==> src/rtl/lcd_game_pkg.sv <==
// Shared character codes, LCD commands, frame FSM states and the glyph
// selection rule used when the screen is redrawn.
package lcd_game_pkg;

   localparam logic [7:0] CHR_BUNNY = 8'h06;
   localparam logic [7:0] CHR_BLOCK = 8'h02;
   localparam logic [7:0] CHR_SPACE = 8'h20;
   localparam logic [7:0] CMD_LINE1 = 8'h80;
   localparam logic [7:0] CMD_LINE2 = 8'hC0;

   localparam logic [3:0] LAST_COL  = 4'd15;

   typedef enum logic [2:0] {
      IDLE,
      ADDR1,
      ROW1,
      ADDR2,
      ROW2,
      DONE
   } frame_state_t;

   // Bunny wins over an obstacle sharing its cell; obstacles only live on the bottom row.
   function automatic logic [7:0] cell_char(
      input logic        bottom,
      input logic [3:0]  col,
      input logic [3:0]  bunny_col,
      input logic [15:0] map,
      input logic        up
   );
      logic [7:0] chr;
      chr = CHR_SPACE;
      if (bottom) begin
         if (!up && (col == bunny_col)) begin
            chr = CHR_BUNNY;
         end else if (map[col]) begin
            chr = CHR_BLOCK;
         end
      end else if (up && (col == bunny_col)) begin
         chr = CHR_BUNNY;
      end
      return chr;
   endfunction

endpackage

==> src/rtl/lcd_write_strobe.sv <==
// One LCD write: latches data/rs on start, then drives lcd_en high for EN_HOLD
// clocks and low for EN_HOLD clocks; done marks the last low clock.
module lcd_write_strobe #(
   parameter int EN_HOLD = 1
) (
   input  logic       clk,
   input  logic       rst,
   input  logic       start,
   input  logic [7:0] data,
   input  logic       rs,
   output logic [7:0] lcd_data,
   output logic       lcd_rs,
   output logic       lcd_en,
   output logic       done
);

   localparam logic [7:0] HOLD_LAST = 8'(EN_HOLD - 1);

   logic       active;
   logic [7:0] hold_cnt;

   // A new start on the done cycle chains writes back to back with no gap.
   assign done = active && !lcd_en && (hold_cnt == HOLD_LAST);

   always_ff @(posedge clk) begin
      if (rst) begin
         active   <= 1'b0;
         lcd_en   <= 1'b0;
         hold_cnt <= 8'd0;
         lcd_data <= 8'h00;
         lcd_rs   <= 1'b0;
      end else if (start) begin
         active   <= 1'b1;
         lcd_en   <= 1'b1;
         hold_cnt <= 8'd0;
         lcd_data <= data;
         lcd_rs   <= rs;
      end else if (active) begin
         if (hold_cnt == HOLD_LAST) begin
            hold_cnt <= 8'd0;
            if (lcd_en) begin
               lcd_en <= 1'b0;
            end else begin
               active <= 1'b0;
            end
         end else begin
            hold_cnt <= hold_cnt + 8'd1;
         end
      end
   end

endmodule

==> src/rtl/lcd_frame_writer.sv <==
// Redraws the 2x16 game screen: line-1 address, 16 top cells, line-2 address,
// 16 bottom cells, then reports frame_done and the bunny/obstacle collision.
module lcd_frame_writer
   import lcd_game_pkg::*;
#(
   parameter int EN_HOLD   = 1,
   parameter int BUNNY_COL = 1
) (
   input  logic        clk,
   input  logic        rst,
   input  logic        init_end,
   input  logic        frame_start,
   input  logic [15:0] obstacle_map,
   input  logic        bunny_up,
   output logic [7:0]  lcd_data,
   output logic        lcd_rs,
   output logic        lcd_rw,
   output logic        lcd_en,
   output logic        busy,
   output logic        frame_done,
   output logic        collision
);

   localparam logic [3:0] BCOL = 4'(BUNNY_COL);

   frame_state_t state;
   frame_state_t next_state;

   logic [3:0]  col;
   logic [3:0]  col_next;
   logic        kick;
   logic        accept;
   logic        last_write;
   logic        wr_done;
   logic        wr_start;
   logic        wr_rs;
   logic [7:0]  wr_data;
   logic [15:0] cap_map;
   logic        cap_up;

   assign lcd_rw     = 1'b0;
   assign accept     = (state == IDLE) && frame_start && init_end;
   assign last_write = (state == ROW2) && wr_done && (col == LAST_COL);
   assign col_next   = (wr_done && ((state == ROW1) || (state == ROW2))) ? col + 4'd1 : col;

   always_ff @(posedge clk) begin
      if (rst) begin
         state <= IDLE;
      end else begin
         state <= next_state;
      end
   end

   always_comb begin
      next_state = state;
      case (state)
         IDLE:  if (accept) next_state = ADDR1;
         ADDR1: if (wr_done) next_state = ROW1;
         ROW1:  if (wr_done && (col == LAST_COL)) next_state = ADDR2;
         ADDR2: if (wr_done) next_state = ROW2;
         ROW2:  if (wr_done && (col == LAST_COL)) next_state = DONE;
         DONE:  next_state = IDLE;
         default: next_state = IDLE;
      endcase
   end

   // The byte launched on a done edge belongs to the write that follows, so it
   // is selected from the next state and column rather than the current ones.
   always_comb begin
      wr_data  = 8'h00;
      wr_rs    = 1'b0;
      wr_start = kick || (wr_done && (next_state != DONE));
      case (next_state)
         ADDR1: wr_data = CMD_LINE1;
         ROW1: begin
            wr_data = cell_char(1'b0, col_next, BCOL, cap_map, cap_up);
            wr_rs   = 1'b1;
         end
         ADDR2: wr_data = CMD_LINE2;
         ROW2: begin
            wr_data = cell_char(1'b1, col_next, BCOL, cap_map, cap_up);
            wr_rs   = 1'b1;
         end
         default: begin
            wr_data = 8'h00;
            wr_rs   = 1'b0;
         end
      endcase
   end

   always_ff @(posedge clk) begin
      if (rst) begin
         col        <= 4'd0;
         kick       <= 1'b0;
         busy       <= 1'b0;
         frame_done <= 1'b0;
         collision  <= 1'b0;
         cap_map    <= 16'h0000;
         cap_up     <= 1'b0;
      end else begin
         col        <= col_next;
         kick       <= accept;
         frame_done <= last_write;
         if (kick) begin
            busy <= 1'b1;
         end else if (last_write) begin
            busy <= 1'b0;
         end
         if (accept) begin
            cap_map   <= obstacle_map;
            cap_up    <= bunny_up;
            collision <= 1'b0;
         end else if (last_write) begin
            collision <= !cap_up && cap_map[BCOL];
         end
      end
   end

   lcd_write_strobe #(
      .EN_HOLD(EN_HOLD)
   ) u_strobe (
      .clk      (clk),
      .rst      (rst),
      .start    (wr_start),
      .data     (wr_data),
      .rs       (wr_rs),
      .lcd_data (lcd_data),
      .lcd_rs   (lcd_rs),
      .lcd_en   (lcd_en),
      .done     (wr_done)
   );

endmodule

==> config.mk <==
export PLATFORM = sky130hd
export DESIGN_NAME = lcd_frame_writer
export DESIGN_NICKNAME = d
export VERILOG_FILES = /design/src/rtl/lcd_game_pkg.sv /design/src/rtl/lcd_write_strobe.sv /design/src/rtl/lcd_frame_writer.sv
export SDC_FILE = /design/constraint.sdc
export NUM_CORES = 1
export LEC_CHECK = 0
export CAP_MARGIN = 20
export CORE_MARGIN = 2
export CORE_UTILIZATION = 50
export CTS_CLUSTER_SIZE = 14
export DETAILED_ROUTE_END_ITERATION = 10
export PLACE_DENSITY = 0.75
export SLEW_MARGIN = 20
export SYNTH_ARGS = -nofsm -noshare
export SYNTH_HDL_FRONTEND = slang
export SYNTH_HIERARCHICAL = 1
export SYNTH_SLANG_ARGS = --single-unit
==> constraint.sdc <==
create_clock -name clk -period 5.69 [get_ports clk]
set_input_delay 1.138 -clock clk [delete_from_list [all_inputs] [get_ports clk]]
set_output_delay 1.138 -clock clk [all_outputs]
set_load 0.02 [all_outputs]
==> reports/metrics.yaml, run 1 <==
floorplanning:
  core_sq_um: 4410
  die_width_um: 72.4
  die_h_um: 72.4
  dieArea_sq_um: 5240
  pin_count: 35
  start_util_pct: 52.9
  rows: 24
final_layout:
  final_area_sq_um: 2790
  fin_util_pct: 63.1
  areaGrowthSynthToFinish_pct: 19.2
  n_fill_cell: 403
  multi_input_area_sq_um: 1300
  num_antenna_cells: 0
  regArea_sq_um: 941
  drive_gt1_share_pct: 6.17
  fin_nets: 332
min_path:
  hp-class: "reg2reg"
  whs_path_depth: 2
  min_from: "cap_map[0]$_SDFFE_PP0P_"
  min_to: "cap_map[0]$_SDFFE_PP0P_"
clocking:
  path_clk_slew_ns: 0.09
  root_buffer: "clkbuf_8"
  cts_sinks: 47
  post-cts-setup-buffers: 0
  clk_latency_ns: 0.30
  cts_resized: 0
  cts_tree: "built"
  numCtsBuffers: 5
  ctsHoldBuffers: 0
  clockBufferDepth: 2
  htreeDepth: 2
global_route:
  track_usage_pct: 19.1
  grt_max_degree: 41
  grt_overflow: 0
  grt_pass1_vias: 1769
  antenna_found_initial: 0
  grt_pass1_wl_mm: 7.89
yosys:
  yosysTopAreaCell: "dfxtp_1"
  yosys_warnings: 6
  synth-main-ff-cell: "dfxtp_1"
  synth_edf_count: 0
  synth.most_common_cell: "dfxtp_1"
  ys_top_cells_by_count: "47 x dfxtp_1, 43 x nand2_1, 30 x a21oi_1"
  async_flop_share_pct: 0
  ys_seq_area_share_pct: 40.3
  ys_types: 49
  mappedNetlistArea_sq_um: 2340
  yosys-top-cells-area: "dfxtp_1 40%, mux2i_1 7.3%, nand2_1 6.9%"
  netlist_instances: 279
  yosys_register_bits: 47
  yosysTopAreaCellShare_pct: 40.3
  avgSynthCellArea_sq_um: 8.38
pwr:
  leakagePower_nw: 1.00
  irDropWorstVdd_uv: 154
  power_density_nw_per_um2: 240
detailed_routing:
  postRouteAntennaNets: 0
  first_iter_violations: 91
  first_pass_iters: 4
  drc: 0
  via_per_inst: 5.58
  wl_per_cell_um: 13.1
  wl_mm: 4.70
  dr_total_vias: 2007
place:
  pre_cts_slack_ns: 2.35
  place_hpwl_mm: 3.30
  placed_area_sq_um: 2680
  port_buffers: 33
  place.gp.congestion: 0.796
sta:
  setup_ws_ns: 2.46
  slew_headroom_pct: 44.0
  fmax_ghz: 0.309
  hold_violations: 0
  whs_ns: 0.462
  drv_slew: 0
  finalCritPeriodShare_pct: 56.8
  timing.setup.tns_ns: 0
  setup_violations: 0
  skew_ns: 0.00755
  worst_pin_slew_ns: 0.835
  grt_setup_unrepaired: "false"
  fin_crit_ns: 3.23
critical_path:
  end_kind: "flip-flop"
  r2r_cells: 13
  rr_startpoint: "u_strobe/hold_cnt[0]$_SDFFE_PP0P_"
  critical_path_arrival_ns: 3.42
  path_class: "reg2reg"
  crit_path_max_fanout: 10
  cp.required_ns: 5.87
  rr_endpoint: "u_strobe/lcd_data[5]$_SDFFE_PP0P_"
  reg2reg_setup_slack_ns: 2.46
  start_kind: "flip-flop"
job:
  drv_cap: 0
run_status:
  status: "complete, no violations"
-- power by group --
part,internal [mW],switching (mW)
registers,0.340,0.0105
clock network,0.128,0.111
logic,0.0385,0.0401
-- worst max-delay path: stages (launching register included) --
cell and delay, ns:
dfxtp_1 0.35, inv_1 0.07, ha_1 0.13, or4b_4 0.50, nor3_1 0.19, buf_4 0.19
nand2b_1 0.15, o21ai_0 0.46, and2_1 0.30, nor4b_2 0.32, a21oi_1 0.12, a21o_1 0.16
mux2i_1 0.13, nor2_1 0.05
-- sequential cells by signal (all words and copies together), names as in the netlist --
name,flops
busy,1
cap_map,16
cap_up,1
col,4
collision,1
frame_done,1
kick,1
state,3
u_strobe/active,1
u_strobe/hold_cnt,8
u_strobe/lcd_data,8
u_strobe/lcd_en,1
u_strobe/lcd_rs,1
-- worst max path at each step --
stage | end | cells past startpoint | start
3_5_place_dp | u_strobe/lcd_data[1]$_SDFFE_PP0P_ | 8 | init_end
6_report | u_strobe/lcd_data[5]$_SDFFE_PP0P_ | 13 | u_strobe/hold_cnt[0]$_SDFFE_PP0P_
3_3_place_gp | u_strobe/lcd_data[1]$_SDFFE_PP0P_ | 8 | init_end
2_1_floorplan | u_strobe/lcd_data[5]$_SDFFE_PP0P_ | 13 | u_strobe/hold_cnt[0]$_SDFFE_PP0P_
5_1_grt | u_strobe/lcd_data[5]$_SDFFE_PP0P_ | 13 | u_strobe/hold_cnt[0]$_SDFFE_PP0P_
4_1_cts | u_strobe/lcd_data[5]$_SDFFE_PP0P_ | 13 | u_strobe/hold_cnt[0]$_SDFFE_PP0P_
-- area by class of cell --
cell class              count  share of cell area (%)
inverters                   7                   0.943
clock inverters             2                    1.35
multi-input cells         212                    46.7
flip-flops and latches     47                    33.8
repair buffers             35                    12.4
clock buffers               5                    2.47
well taps                  52                    2.33
-- per-stage QoR --
step	power, mW	std cells
6_report	0.668	360
2_1_floorplan	0.407	282
3_3_place_gp	0.436	353
4_1_cts	0.674	360
3_5_place_dp	0.437	353
5_1_grt	0.693	360
-- cell usage in the layout (no fill, tap or decap), drive strengths merged, types with 2 or more instances in the layout --
cell type / count
dfxtp: 47
nor2b: 4
o21ai: 8
nand3: 8
xnor2: 2
conb: 4
nand4: 6
nand4b: 2
a21o: 4
a21oi: 30
a22oi: 2
nand2: 43
ha: 3
or4: 3
buf: 2
and2: 4
nor2: 27
mux2i: 17
nor3: 8
nor3b: 5
or4b: 2
a311oi: 2
inv: 7
xor2: 5
or3: 5
clkbuf: 5
clkdlybuf4s50: 33
o2111ai: 2
-- layer usage --
layer / part of all wire [%] / wire [um] / global-route usage [%] / vias up
met5: 0 / 0 / 0 / -
met4: 1.4 / 68 / 7.82 / 0
met3: 3.6 / 170 / 4.17 / 7
met2: 43 / 2000 / 27.8 / 32
met1: 52 / 2460 / 27.4 / 932
li1: - / - / - / 1036
-- kinds of logic (layout without fill, tap and decap cells) --
group,count (synthesis),in the layout,share of synthesized area [%]
DFF,47,47,40.3
muxes,17,17,7.28
buffers and inverters,23,49,4.50
AOI/OAI and AO/OA,59,59,16.3
adders and majority gates,3,3,1.61
other,1,4,0.160
xor gates and xnor gates,7,7,3.43
and+or+nand+nor,122,122,26.5
No activity file was read; power rests on OpenSTA's default activity.
==> run 2: changes to the inputs <==
Clock period 5.69 ns to 3.2 ns, I/O delays scaled along.
==> run 2 against run 1 <==
Effect of this change:
- combinational power grew 95%
- count of clock-buffer cells in the layout increased by 2
- sequential share of layout area is 0.67 points lower
- sequential power rose by 77%
- worst setup slack got worse by 2.3 ns
- via count increased by 2.3%
- maximum frequency is 7.7% higher
- first-iteration DRC count rose by 30%
- clock skew shrank 0.0020 ns
- global-route usage rose by 1.6 points
- critical endpoint unchanged
- largest cell class unchanged
==> reports/metrics.yaml, run 2 (synthesis gave the netlist of run 1 again) <==
min_path:
  whs_path_depth: 2  # unchanged
  hp-class: "reg2reg"
final_layout:
  largest_reg_flops: 16  # unchanged
  areaGrowthSynthToFinish_pct: 21.6
  fin_util_pct: 64.4  # +1.3 points
  instances_no_fill: 370  # +2.8%
  drive_gt1_share_pct: 8.81  # +2.6 points
  n_fill_cell: 387  # -4.0%
  regMostFlops: "cap_map"
  top_regs: "cap_map: 16 flops, u_strobe/hold_cnt: 8 flops, u_strobe/lcd_data: 8 flops"
  num_antenna_cells: 0  # unchanged
  fin_nets: 341  # +2.7%
  final_cell_mix: "47 x dfxtp_1, 43 x nand2_1, 33 x clkdlybuf4s50_1"
  layout_commonest_cell: "dfxtp_1"
global_route:
  grt_pass1_wl_mm: 8.58  # +8.7%
  grt_pass1_vias: 1933  # +9.3%
  grt_overflow: 0  # unchanged
  grt_max_degree: 28  # -32%
  antenna_found_initial: 0  # unchanged
  track_usage_pct: 20.7  # +1.6 points
job:
  drv_cap: 0  # unchanged
place:
  place.gp.congestion: 0.871  # +9.4%
  dp.cells: 360  # +2.0%
  place_hpwl_mm: 3.50  # +6.1%
  port_buffers: 33  # unchanged
detailed_routing:
  dr_total_vias: 2054  # +2.3%
  drc: 0  # unchanged
  first_iter_violations: 118  # +30%
  wl_per_cell_um: 13.4  # +2.3%
  postRouteAntennaNets: 0  # unchanged
  first_pass_iters: 4  # unchanged
  via_per_inst: 5.55  # -0.42%
  wl_mm: 4.94  # +5.2%
sta:
  whs_ns: 0.461  # -0.000689 ns
  fmax_ghz: 0.333  # +7.7%
  drv_slew: 0  # unchanged
  finalCritPeriodShare_pct: 93.8  # +37 points
  grt_setup_unrepaired: "false"
  timing.setup.tns_ns: 0  # unchanged
  setup_violations: 0  # unchanged
  fin_crit_ns: 3.00  # -0.231 ns
  skew_ns: 0.00555  # -0.00200 ns
  slew_headroom_pct: 66.0  # +22 points
  worst_pin_slew_ns: 0.509  # -0.326 ns
  hold_violations: 0  # unchanged
critical_path:
  cp_cell_sequence: "inv_1 > ha_1 > or4b_4 > nor3_1 > buf_4 > nand2_1 > or4_4 > a221o_1 > o32ai_2 > a21oi_1 > a21o_1 > mux2i_1 > nor2_1"
  start_kind: "flip-flop"
  critical_path_arrival_ns: 3.19  # -0.23 ns
  cp.required_ns: 3.38  # -2.49 ns
  r2r_cells: 13  # unchanged
  cpPeakStageDelay_ns: 0.50  # about the same
  slowest_stage: "or4b_4"
  crit_path_max_fanout: 5  # -5
  reg2reg_setup_slack_ns: 0.20  # -2.26 ns
  path_class: "reg2reg"
  end_kind: "flip-flop"
pwr:
  leakagePower_nw: 1.05  # +4.1%
  power_density_nw_per_um2: 405  # +69%
  irDropWorstVdd_uv: 311  # +100%
run_status:
  status: "complete, no violations"
clocking:
  path_clk_slew_ns: 0.08  # about the same
  clockBufferDepth: 2  # unchanged
  htreeDepth: 2  # unchanged
  root_buffer: "clkbuf_8"
  clk_latency_ns: 0.30  # about the same
  cts_sinks: 47  # unchanged
  cts_tree: "built"
  ctsHoldBuffers: 0  # unchanged
  numCtsBuffers: 5  # unchanged
floorplanning:
  pin_count: 35  # unchanged
  core_sq_um: 4410  # unchanged
  die_h_um: 72.4  # unchanged
  die_width_um: 72.4  # unchanged
  start_util_pct: 52.9  # unchanged
  dieArea_sq_um: 5240  # unchanged
  rows: 24  # unchanged
-- run 2: path summary, 6_finish.rpt --
path,from,endpoint
min reg2reg,cap_map[6]$_SDFFE_PP0P_,cap_map[6]$_SDFFE_PP0P_
min,cap_map[6]$_SDFFE_PP0P_,cap_map[6]$_SDFFE_PP0P_
max,u_strobe/hold_cnt[0]$_SDFFE_PP0P_,u_strobe/lcd_data[5]$_SDFFE_PP0P_
max reg2reg,u_strobe/hold_cnt[0]$_SDFFE_PP0P_,u_strobe/lcd_data[5]$_SDFFE_PP0P_
-- run 2: stage by stage --
stage / area, sq um / power, mW / worst slack (ns)
floorplan: 2350 / 0.725 / 0.345
global placement: 2730 / 0.782 / 0.247
detailed placement: 2730 / 0.784 / 0.191
CTS: 2830 / 1.15 / 0.152
global route: 2840 / 1.20 / 0.0309
finish: 2840 / 1.15 / 0.199
-- run 2: what timing repair did --
item,CTS,global route
setup buffers,0,2
endpoints found under the setup margin,0,2
resized for setup,0,0
-- run 2: worst max-delay path: cells and delay by family, from the launching register on --
family	cells	cell delay (ns)
compound gates	4	0.82
fa+ha+maj	1	0.14
buf+inv	2	0.22
flops	1	0.35
mux	1	0.12
simple gates	5	1.25
-- run 2: report_power, final --
group          total [mW]  switching [mW]  internal (mW)
combinational       0.153          0.0762         0.0764
clock               0.377           0.200          0.177
sequential          0.621          0.0169          0.604
-- run 2: final cells by class --
type | instances | area (sq um) | area share, %
Clock buffer | 7 | 86.3 | 3.04
Clock inverter | 1 | 8.76 | 0.308
Inverter | 7 | 26.3 | 0.924
Multi-Input combinational cell | 212 | 1300 | 45.8
Sequential cell | 47 | 941 | 33.1
Tap cell | 52 | 65.1 | 2.29
Timing Repair Buffer | 44 | 413 | 14.5
-- run 2: metal layers --
| metal | track usage (%) | routed length (um) | vias to the layer above |
|---|---|---|---|
| met5 | 0 | 0 | - |
| met4 | 7.61 | 43 | 0 |
| met3 | 3.19 | 239 | 5 |
| met2 | 33.4 | 2200 | 57 |
| met1 | 28.1 | 2460 | 932 |
| li1 | - | - | 1060 |
==> run 3: changes to the inputs <==
Settings changed: ABC_AREA from default to 1.
==> run 3 against run 2 <==
Effect of this change:
- global-route usage shrank 0.22 points
- count of clock-buffer cells in the layout grew 1
- maximum frequency rose by 5.5%
- cell count grew 9.2%
- clock skew increased by 0.0023 ns
- largest cell class unchanged
- die area fell by 4.5%
- sequential share of layout area is 1.5 points higher
- sequential cell count is the same
- largest power group unchanged
- register-to-register slack gained 0.16 ns
- total power increased by 4.4%
==> reports/metrics.yaml, run 3 <==
clocking:
  cts_tree: "built"
  post-cts-setup-buffers: 0  # unchanged
  ctsHoldBuffers: 0  # unchanged
  numCtsBuffers: 5  # unchanged
  cts_resized: 0  # unchanged
  clk_latency_ns: 0.30  # about the same
  clockBufferDepth: 2  # unchanged
  cts_sinks: 47  # unchanged
  root_buffer: "clkbuf_8"
  path_clk_slew_ns: 0.08  # about the same
  htreeDepth: 2  # unchanged
critical_path:
  critical_path_arrival_ns: 3.03  # -0.16 ns
  start_kind: "flip-flop"
  crit_path_max_fanout: 11  # +6
  path_class: "reg2reg"
  reg2reg_setup_slack_ns: 0.36  # +0.16 ns
  cp.required_ns: 3.39  # about the same
  rr_endpoint: "u_strobe/lcd_data[2]$_SDFFE_PP0P_"
  end_kind: "flip-flop"
  rr_startpoint: "u_strobe/hold_cnt[0]$_SDFFE_PP0P_"
  r2r_cells: 12  # -1
pwr:
  leakagePower_nw: 1.14  # +8.6%
  power_density_nw_per_um2: 441  # +9.0%
  irDropWorstVdd_uv: 313  # +0.44%
  fin_total_pwr_mw: 1.20  # +4.4%
sta:
  worst_pin_slew_ns: 1.05  # +0.545 ns
  setup_ws_ns: 0.355  # +0.156 ns
  slew_headroom_pct: 29.0  # -37 points
  fin_crit_ns: 2.84  # -0.156 ns
  grt_setup_unrepaired: "false"
  timing.setup.tns_ns: 0  # unchanged
  finalCritPeriodShare_pct: 88.9  # -4.9 points
  drv_slew: 0  # unchanged
  setup_violations: 0  # unchanged
  skew_ns: 0.00788  # +0.00233 ns
  fmax_ghz: 0.352  # +5.5%
  hold_violations: 0  # unchanged
  whs_ns: 0.468  # +0.00658 ns
floorplanning:
  start_util_pct: 51.5  # -1.4 points
  rows: 24  # unchanged
  core_sq_um: 4320  # -2.0%
  die_h_um: 70.7  # -2.3%
  die_width_um: 70.7  # -2.3%
  dieArea_sq_um: 5000  # -4.5%
  pin_count: 35  # unchanged
final_layout:
  top_regs: "cap_map: 16 flops, u_strobe/hold_cnt: 8 flops, u_strobe/lcd_data: 8 flops"
  fin_nets: 375  # +10%
  instances_no_fill: 404  # +9.2%
  num_antenna_cells: 0  # unchanged
  largest_reg_flops: 16  # unchanged
  fin_util_pct: 63.0  # -1.4 points
  n_fill_cell: 410  # +5.9%
  regMostFlops: "cap_map"
  layout_commonest_cell: "nand2_1"
  drive_gt1_share_pct: 11.1  # +2.3 points
  areaGrowthSynthToFinish_pct: 22.2
  final_cell_mix: "59 x nand2_1, 47 x dfxtp_1, 46 x nor2_1"
  final_area_sq_um: 2720  # -4.2%
detailed_routing:
  wl_mm: 4.70  # -4.9%
  wl_per_cell_um: 11.6  # -13%
  via_per_inst: 4.95  # -11%
  drc: 0  # unchanged
  first_iter_violations: 82  # -31%
  dr_total_vias: 1999  # -2.7%
  postRouteAntennaNets: 0  # unchanged
  first_pass_iters: 4  # unchanged
place:
  pre_cts_slack_ns: 0.367  # +0.175 ns
  placed_area_sq_um: 2620  # -4.0%
  dp.cells: 396  # +10%
  port_buffers: 33  # unchanged
  place.gp.congestion: 0.845  # -3.0%
  place_hpwl_mm: 3.46  # -1.2%
global_route:
  antenna_found_initial: 0  # unchanged
  grt_pass1_vias: 1969  # +1.9%
  grt_max_degree: 19  # -32%
  grt_pass1_wl_mm: 8.27  # -3.5%
  grt_overflow: 0  # unchanged
  track_usage_pct: 20.5  # -0.22 points
yosys:
  ys_seq_area_share_pct: 42.2  # +2.0 points
  yosysTopAreaCell: "dfxtp_1"
  netlist_instances: 311  # +11%
  yosysTopAreaCellShare_pct: 42.2  # +2.0 points
  avgSynthCellArea_sq_um: 7.16  # -15%
  synth.most_common_cell: "nand2_1"
  ys_types: 28  # -43%
  yosys-top-cells-area: "dfxtp_1 42%, nand2_1 9.9%, nor2_1 7.8%"
  synth-main-ff-cell: "dfxtp_1"
  yosys_register_bits: 47  # unchanged
  mappedNetlistArea_sq_um: 2230  # -4.7%
  synth_edf_count: 0  # unchanged
  async_flop_share_pct: 0  # unchanged
  yosys_warnings: 6  # unchanged
  ys_top_cells_by_count: "59 x nand2_1, 47 x dfxtp_1, 46 x nor2_1"
min_path:
  hp-class: "reg2reg"
  min_to: "busy$_SDFFE_PP0P_"
  min_from: "busy$_SDFFE_PP0P_"
  whs_path_depth: 2  # unchanged
run_status:
  status: "complete, no violations"
job:
  drv_cap: 0  # unchanged
==> run 3: cell count changes in the layout (fill, tap and decap cells not counted), sizes merged, moves of 5 or more <==
cell and delta:
buf -7, nand3 +24, mux2i -17, nand2 +26
nor2 +23, nor3 -8, or3 -5, o21ai +25
a21oi -21, inv +40
==> run 3: metal layers <==
metal	global-route usage [%]	vias to the layer above	wire, um
met5	0	-	0
met1	24.2	908	2130
met2	36.3	36	2330
met4	6.92	0	38
li1	-	1051	-
met3	4.84	4	203
==> run 3: worst max-delay path by stage <==
stage | cells past startpoint | slack (ns) | to | startpoint
after global routing | 12 | 0.04 | u_strobe/lcd_data[2]$_SDFFE_PP0P_ | u_strobe/hold_cnt[0]$_SDFFE_PP0P_
after global placement | 12 | 0.54 | u_strobe/lcd_data[2]$_SDFFE_PP0P_ | u_strobe/hold_cnt[0]$_SDFFE_PP0P_
final | 12 | 0.36 | u_strobe/lcd_data[2]$_SDFFE_PP0P_ | u_strobe/hold_cnt[0]$_SDFFE_PP0P_
after floorplan | 13 | 0.99 | u_strobe/hold_cnt[1]$_SDFFE_PP0P_ | u_strobe/hold_cnt[0]$_SDFFE_PP0P_
after CTS | 12 | 0.36 | u_strobe/lcd_data[2]$_SDFFE_PP0P_ | u_strobe/hold_cnt[0]$_SDFFE_PP0P_
after detailed placement | 12 | 0.37 | u_strobe/lcd_data[2]$_SDFFE_PP0P_ | u_strobe/hold_cnt[0]$_SDFFE_PP0P_
==> run 3: power breakdown <==
part | total (mW) | internal (mW) | switching, mW
Combinational | 0.175 | 0.0774 | 0.0980
Clock | 0.394 | 0.197 | 0.197
Sequential | 0.632 | 0.615 | 0.0165
==> run 3: area by class of cell <==
class / instances / area, sq um / area share [%]
Clock buffer: 8 / 100 / 3.68
Inverter: 47 / 176 / 6.48
Multi-Input combinational cell: 213 / 1080 / 39.7
Sequential cell: 47 / 941 / 34.6
Tap cell: 52 / 65.1 / 2.39
Timing Repair Buffer: 37 / 360 / 13.2
==> run 3: logic make-up after synthesis <==
group / Yosys count / synth area share [%]
simple gates: 156 / 33.0
buf+inv: 54 / 9.78
flops: 47 / 42.2
compound gates: 46 / 11.6
xor+xnor: 4 / 1.57
fa+ha+maj: 3 / 1.69
other cells: 1 / 0.168
==> run 3: critical path, cell delays in order, from the launching register on <==
cell	delay (ns)
dfxtp_1	0.34
inv_2	0.09
ha_1	0.15
inv_1	0.04
nor2_1	0.16
nand3_2	0.12
nor2_1	0.11
buf_4	0.17
inv_1	0.07
o21ai_0	0.83
inv_1	0.41
nor2_1	0.17
nor2_1	0.07
